`src/rtl/hazard_control.sv`:
```
// Pipeline sequencer for the 5-stage core: latch enables/flushes for each stage,
// load-use bubbles, branch/jump squash, halt, and saturating stall/flush counters.
module hazard_control #(
    parameter int CNT_W            = 32,
    parameter int LOAD_USE_BUBBLES = 1
) (
    input  logic             CLK,
    input  logic             nRST,
    input  logic             ihit,
    input  logic             dhit,
    input  logic             exmem_dreq,
    input  logic             idex_memread,
    input  logic [4:0]       idex_rd,
    input  logic [4:0]       ifid_rs,
    input  logic [4:0]       ifid_rt,
    input  logic             ifid_uses_rt,
    input  logic             ifid_jump,
    input  logic             exmem_branch,
    input  logic             memwb_halt,
    output logic             pc_en,
    output logic             ifid_en,
    output logic             ifid_flush,
    output logic             idex_en,
    output logic             idex_flush,
    output logic             exmem_en,
    output logic             memwb_en,
    output logic             halt,
    output logic [CNT_W-1:0] stall_cnt,
    output logic [CNT_W-1:0] flush_cnt
);
    typedef enum logic [1:0] {RUN, LU_WAIT, HALTED} state_e;

    state_e           state_q, state_d;
    logic [2:0]       bub_cnt_q, bub_cnt_d;
    logic             halt_q, halt_d;
    logic [CNT_W-1:0] stall_cnt_q, stall_cnt_d;
    logic [CNT_W-1:0] flush_cnt_q, flush_cnt_d;

    logic pc_en_c, ifid_en_c, ifid_flush_c, idex_en_c, idex_flush_c, exmem_en_c, memwb_en_c;
    logic mem_stall, lu, stall_inc, flush_inc;

    assign mem_stall = exmem_dreq & ~dhit;
    assign lu = idex_memread && (idex_rd != 5'd0) &&
                ((idex_rd == ifid_rs) || (ifid_uses_rt && (idex_rd == ifid_rt)));

    always_comb begin
        pc_en_c      = 1'b0;
        ifid_en_c    = 1'b0;
        ifid_flush_c = 1'b0;
        idex_en_c    = 1'b0;
        idex_flush_c = 1'b0;
        exmem_en_c   = 1'b0;
        memwb_en_c   = 1'b0;
        state_d      = state_q;
        bub_cnt_d    = bub_cnt_q;
        halt_d       = halt_q;
        flush_inc    = 1'b0;

        if (state_q == HALTED) begin
            halt_d = 1'b1;
        end else if (memwb_halt) begin
            state_d = HALTED;
            halt_d  = 1'b1;
        end else if (mem_stall) begin
            // whole pipe frozen; a pending branch stays latched and is taken later
        end else if (exmem_branch) begin
            pc_en_c      = ihit;
            ifid_en_c    = 1'b1;
            ifid_flush_c = 1'b1;
            idex_en_c    = 1'b1;
            idex_flush_c = 1'b1;
            exmem_en_c   = 1'b1;
            memwb_en_c   = 1'b1;
            state_d      = RUN;
            bub_cnt_d    = 3'd0;
            flush_inc    = 1'b1;
        end else if (state_q == LU_WAIT || lu) begin
            idex_en_c    = 1'b1;
            idex_flush_c = 1'b1;
            exmem_en_c   = 1'b1;
            memwb_en_c   = 1'b1;
            if (state_q == LU_WAIT) begin
                bub_cnt_d = bub_cnt_q - 3'd1;
                if (bub_cnt_q == 3'd1) state_d = RUN;
            end else if (LOAD_USE_BUBBLES > 1) begin
                state_d   = LU_WAIT;
                bub_cnt_d = 3'(LOAD_USE_BUBBLES - 1);
            end
        end else begin
            // jump squash, fetch-miss bubble, or normal flow differ only in pc_en/flush
            pc_en_c      = ihit;
            ifid_en_c    = 1'b1;
            ifid_flush_c = ifid_jump | ~ihit;
            idex_en_c    = 1'b1;
            exmem_en_c   = 1'b1;
            memwb_en_c   = 1'b1;
            flush_inc    = ifid_jump;
        end

        stall_inc   = (state_q != HALTED) && !pc_en_c;
        stall_cnt_d = (stall_inc && stall_cnt_q != '1) ? stall_cnt_q + CNT_W'(1) : stall_cnt_q;
        flush_cnt_d = (flush_inc && flush_cnt_q != '1) ? flush_cnt_q + CNT_W'(1) : flush_cnt_q;
    end

    always_ff @(posedge CLK or negedge nRST) begin
        if (!nRST) begin
            state_q     <= RUN;
            bub_cnt_q   <= 3'd0;
            halt_q      <= 1'b0;
            stall_cnt_q <= '0;
            flush_cnt_q <= '0;
        end else begin
            state_q     <= state_d;
            bub_cnt_q   <= bub_cnt_d;
            halt_q      <= halt_d;
            stall_cnt_q <= stall_cnt_d;
            flush_cnt_q <= flush_cnt_d;
        end
    end

    assign pc_en      = pc_en_c & nRST;
    assign ifid_en    = ifid_en_c & nRST;
    assign ifid_flush = ifid_flush_c & nRST;
    assign idex_en    = idex_en_c & nRST;
    assign idex_flush = idex_flush_c & nRST;
    assign exmem_en   = exmem_en_c & nRST;
    assign memwb_en   = memwb_en_c & nRST;
    assign halt       = halt_q;
    assign stall_cnt  = stall_cnt_q;
    assign flush_cnt  = flush_cnt_q;
endmodule

```
`config.mk`:
```
export PLATFORM = sky130hd
export DESIGN_NAME = hazard_control
export DESIGN_NICKNAME = d
export VERILOG_FILES = /design/src/rtl/hazard_control.sv
export SDC_FILE = /design/constraint.sdc
export NUM_CORES = 1
export LEC_CHECK = 0
export CAP_MARGIN = 20
export CORE_ASPECT_RATIO = 0.8
export CORE_MARGIN = 10
export CORE_UTILIZATION = 45
export DETAILED_ROUTE_END_ITERATION = 8
export MAX_ROUTING_LAYER = met4
export PLACE_DENSITY = 0.84
export SYNTH_ARGS = -nofsm -noshare
export SYNTH_HDL_FRONTEND = slang
export SYNTH_SLANG_ARGS = --single-unit
```
`constraint.sdc`:
```
create_clock -name CLK -period 3.93 [get_ports CLK]
set_clock_uncertainty 0.15 [all_clocks]
set_input_delay 1.179 -clock CLK [delete_from_list [all_inputs] [get_ports CLK]]
set_output_delay 1.179 -clock CLK [all_outputs]
set_load 0.02 [all_outputs]
```
# After elaboration in Yosys (flattened, before gate mapping)
# Cells that the tools add are included.
# totals
reg_bits	70
out_inout_bits	72
wordCells	86
# classes
n_addsub	3
n_eq_ne	9
mux	39
bitwise_logic	12
n_reduce_logical	18
# op_table
op	n
32-bit by 1-bit adder with 32-bit output, second input constant	2
32-bit inequality test, second input constant	2
1-bit two-way mux	30
2-bit two-way mux	6
5-bit equality test	2
5-bit AND reduction	2
3-bit two-way mux	3
3-bit nonzero test	3
1-bit AND	6
1-bit logical AND	6
2-bit nonzero test	3
1-bit inverter	5
5-bit nonzero test	1
2-bit inequality test, second input constant	2
3-bit by 1-bit equality test with 1-bit output, second input constant	1
3-bit by 1-bit subtractor with 3-bit output, second input constant	1
2-bit by 1-bit equality test with 1-bit output, second input constant	1
2-bit equality test, second input constant	1
1-bit logical OR	2
1-bit zero test	1
1-bit OR	1

# Depth between registers and ports, before layout
# logic_depth
depth_word	13
ltp_mapped	8
ltp_nobuf	7

# Worst setup path after synthesis
# No wires, ideal clock.
# synth_timing
path_type	in2out
from	input idex_rd[1]
to	output pc_en
t_arrival_ns	2.530
setup_slack_ns	0.071
path_stages	5
n_path_buf	0
cell_sequence	or4_1 -> o21ai_1 -> nand2b_1 -> nor2_1 -> nor3_1
# synth_between
elab_chain_cells	11
elab_cells_between_ends	14
# synth_lines
item	line_no	source
start: declaration	13	input logic [4:0] idex_rd,
5-bit equality test	44	((idex_rd == ifid_rs) || (ifid_uses_rt && (idex_rd == ifid_rt)));
1-bit logical AND	44	
1-bit logical OR	44	
1-bit logical AND *	43	assign lu = idex_memread && (idex_rd != 5'd0) &&
1-bit logical OR *	77	end else if (state_q == LU_WAIT || lu) begin
1-bit two-way mux *	77	
1-bit two-way mux *	66	end else if (exmem_branch) begin
1-bit two-way mux *	64	end else if (mem_stall) begin
1-bit two-way mux *	61	end else if (memwb_halt) begin
1-bit two-way mux *	59	if (state_q == HALTED) begin
1-bit AND *	121	assign pc_en = pc_en_c & nRST;
end: declaration	20	output logic pc_en,
# Mark *: on every way between the ends. The rest lies on a longest branch, timed or not.

# Worst setup path in the final report
# layout_timing
from	input idex_rd[3]
to	output ifid_en
# layout_between
elab_chain_cells	11
elab_cells_between_ends	14
# layout_lines
item	line_no	source
5-bit equality test	44	
1-bit logical AND	44	
1-bit logical OR	44	
1-bit logical AND *	43	
1-bit logical OR *	77	
1-bit two-way mux *	77	
1-bit two-way mux *	66	
1-bit two-way mux *	64	
1-bit two-way mux *	61	
1-bit two-way mux *	59	
1-bit AND *	122	assign ifid_en = ifid_en_c & nRST;
end: declaration	21	output logic ifid_en,
# Marks and branches as above.

==> out/results.txt <==
Syn nets -> 378
Int Pwr -> 0.001079 W
Slew @ Worst Pin -> 823.6 ps
Most common cell after layout, fill and taps aside -> clkdlybuf4s50_1
Via count -> 3102
#FFs+latches synth -> 66
Final Hold Vio Count -> 0
CP bufs+invs -> 3
Combinational power share -> 13.9%
CP required -> 2600 ps
Synth unique cells -> 43
Register area -> 0.001652 sq mm
Status -> finished, final reports clean
Hold/Removal Path Class -> flop to flop
Die width -> 118.2 um
Total GRT Usage -> 16.43%
Largest delay share family, worst path -> buffers and inverters
DR iter-0 viols -> 175
Die H -> 98.53 um
Core Region -> 0.007462 sq mm
Post-Place Worst Slack -> -764.6 ps
Synth Area per Inst -> 9.881 sq um
Cell Chain, Critical Path -> dlygate4sd2_1, buf_4, xnor2_1, nand4_1, o22ai_2, nand2b_4, nor2_4, nor2_1, buf_4
Leak -> 2.184 nW
FP Rows -> 28
Slew Limit Fails -> 0
Mapped Area -> 0.003468 sq mm
Final Wtd Congestion -> 0.8703
I/O Pins -> 97
Reg power frac -> 49.6%
Pwr dens -> 300.0 mW/mm^2
Vias in the first global route -> 3122
Post-route minimum period -> 3925 ps
Clock Latency Late Sink -> 340 ps
Net count, final -> 495
Max cap viols -> 0
Most frequent cells in the layout -> clkdlybuf4s50_1, dfrtp_1, xor2_1, nand2_1, nor2_1
Area taken by multi-input logic gates -> 0.001779 sq mm
Detailed Route WL -> 9.617 mm
Placed insts -> 559
Root Buffer -> clkbuf_8
Layout cells sized above 1 -> 14.38%
Synth Warn # -> 0
Sw frac -> 26.91%
Psw -> 0.0003975 W
H-Tree Depth -> 3
P&R area growth vs syn -> 41.92%
Clk slew on worst S/H paths -> 60 ps
Seq/Total Area, Yosys -> 47.62%
Largest fanout on the critical path -> 3
DIE AREA -> 0.01164 sq mm
Final Setup Violations -> 0
Fmax -> 254.8 MHz
Synth Flop Type -> dfrtp_1
Clock network fraction of total power -> 36.6%
Initial antenna violation count -> 0
DR DRC count -> 0
Clock sink total -> 66
WS Path Type -> input port to output port
DR WL/cell -> 16.64 um
WP data arrival -> 2600 ps
Crit-path max cell delay -> 250 ps
Critical Path Slowest Stage Cell -> dlygate4sd2_1
CP dominant cell by count -> buf_4
First-pass GRT wire length -> 15.64 mm
Syn Inst Count -> 351
Peak VDD IR -> 202.6 uV
Drt pass-1 iters -> 4
Port bufs -> 96
Largest net degree at the start of global routing -> 67
Initial Util -> 46.48%
Fillers -> 599
Clk buf depth -> 2
Setup ws final -> 5.196 ps
Crit. End Element -> output port
Hpwl dp -> 7.112 mm
Max_slew headroom -> 45.09%
Final Cycle Share -> 99.87%
Avg Vias per Cell -> 5.367
Ys async rst share -> 100.0%
Antenna Cells -> 0
Post-synth EDFFs -> 0
Hold-fix buffers, CTS -> 0
Gr ovfl total -> 0
Post-DRT Antenna Nets -> 0
Startpoint types -> input port
TritonCTS clock tree -> yes
Final std cells w/o fill -> 578
Cts bufs inserted -> 9
==> metal layers <==
| layer | vias to the layer above | routed length (um) | share of wire, % | global-route usage [%] |
|---|---|---|---|---|
| met4 | 0 | 132 | 1.4 | 5.598 |
| li1 | 1465 | - | - | - |
| met3 | 12 | 568 | 5.9 | 4.048 |
| met5 | - | 0 | 0 | - |
| met2 | 97 | 4566 | 47 | 25.25 |
| met1 | 1528 | 4349 | 45 | 20.79 |
==> cells by family (layout without fill, tap and decap cells) <==
family	after synthesis	after routing	share of synthesized area, %
buffers and inverters	23	145	3.174
flip-flops	66	66	47.62
XOR/XNOR	72	72	18.18
AND/OR/NAND/NOR	170	170	25.87
multiplexers	2	2	0.7574
adder cells (fa/ha/maj)	2	2	0.7214
AO/OA/AOI/OAI	16	16	3.679
==> metrics by stage <==
step / cell area, sq um / util (%) / setup TNS, ps / total power, W / hold slack (ps)
global placement: 4646 / 62.26 / -2940 / 0.0009344 / 303.5
finish: 4922 / 65.96 / 0 / 0.001477 / 323.1
CTS: 4832 / 64.76 / -160.3 / 0.001484 / 322.1
floorplan: 3468 / - / 0 / 0.0008218 / 312.2
detailed placement: 4646 / 62.26 / -3422 / 0.0009417 / 303.7
global route: 4922 / 65.96 / -107.5 / 0.001532 / 344.7
==> synthesized netlist by cell type (2+ instances only) <==
cell type | number | share of area (%)
o211ai_1 | 2 | 0.43
buf_2 | 4 | 0.58
or3_1 | 2 | 0.36
nor3b_1 | 3 | 0.65
a21oi_1 | 3 | 0.43
nor2_1 | 25 | 2.7
nor3_1 | 22 | 3.2
or2_2 | 2 | 0.36
buf_4 | 3 | 0.65
nand2_1 | 32 | 3.5
xnor2_1 | 18 | 4.5
clkbuf_1 | 4 | 0.43
nand2b_1 | 2 | 0.36
nand4_1 | 14 | 2.5
nand3_1 | 23 | 3.3
o21ai_0 | 2 | 0.29
dfrtp_1 | 66 | 48
and4_1 | 3 | 0.76
nor4b_1 | 3 | 0.76
ha_1 | 2 | 0.72
and3_1 | 4 | 0.72
or4_1 | 2 | 0.43
xor2_1 | 54 | 14
nor4_1 | 23 | 4.1
inv_1 | 11 | 1.2
o21a_1 | 2 | 0.43
and2_1 | 4 | 0.72
==> power by group through the flow <==
stage               Clock (W)  Combinational, W  Sequential [W]
floorplan                   0         0.0000568        0.000765
finish               0.000540          0.000205        0.000732
CTS                  0.000553          0.000200        0.000731
global placement            0          0.000192        0.000742
detailed placement          0          0.000198        0.000744
global route         0.000577          0.000220        0.000735
==> cell type report <==
class                      count  area share [%]
clock buffer                  12           3.355
multi-input combinational    262           36.15
sequential                    66           33.55
tap                          105           2.669
timing repair buffer         118           22.93
clock inverter                 4          0.5084
inverter                      11          0.8388
==> registers in the layout, summed over array words and instances (netlist names) <==
signal	cells
flush_cnt	32
stall_cnt	32
state_q	1
halt	1
==> path summary, 6_finish.rpt <==
path / cells after the start / end / slack (ps) / start
hold reg to reg: 1 / halt$_DFFE_PN0P_ / 320 / halt$_DFFE_PN0P_
max in group asynchronous: 2 / flush_cnt[8]$_DFFE_PN0P_ / 2190 / nRST
setup / recovery: 9 / ifid_en / 5 / idex_rd[3]
setup reg to reg: 6 / stall_cnt[1]$_DFFE_PN0P_ / 1050 / stall_cnt[13]$_DFFE_PN0P_
min in group asynchronous: 2 / flush_cnt[4]$_DFFE_PN0P_ / 890 / nRST
hold / removal: 1 / halt$_DFFE_PN0P_ / 320 / halt$_DFFE_PN0P_
==> repair_timing <==
item | CTS | global route
hold endpoints to repair | 0 | 0
endpoints found under the setup margin | 7 | 7
gates resized for setup | 31 | 29
pin swaps | 5 | 15
setup buffers | 0 | 3
(Power assumes the default switching activity.)
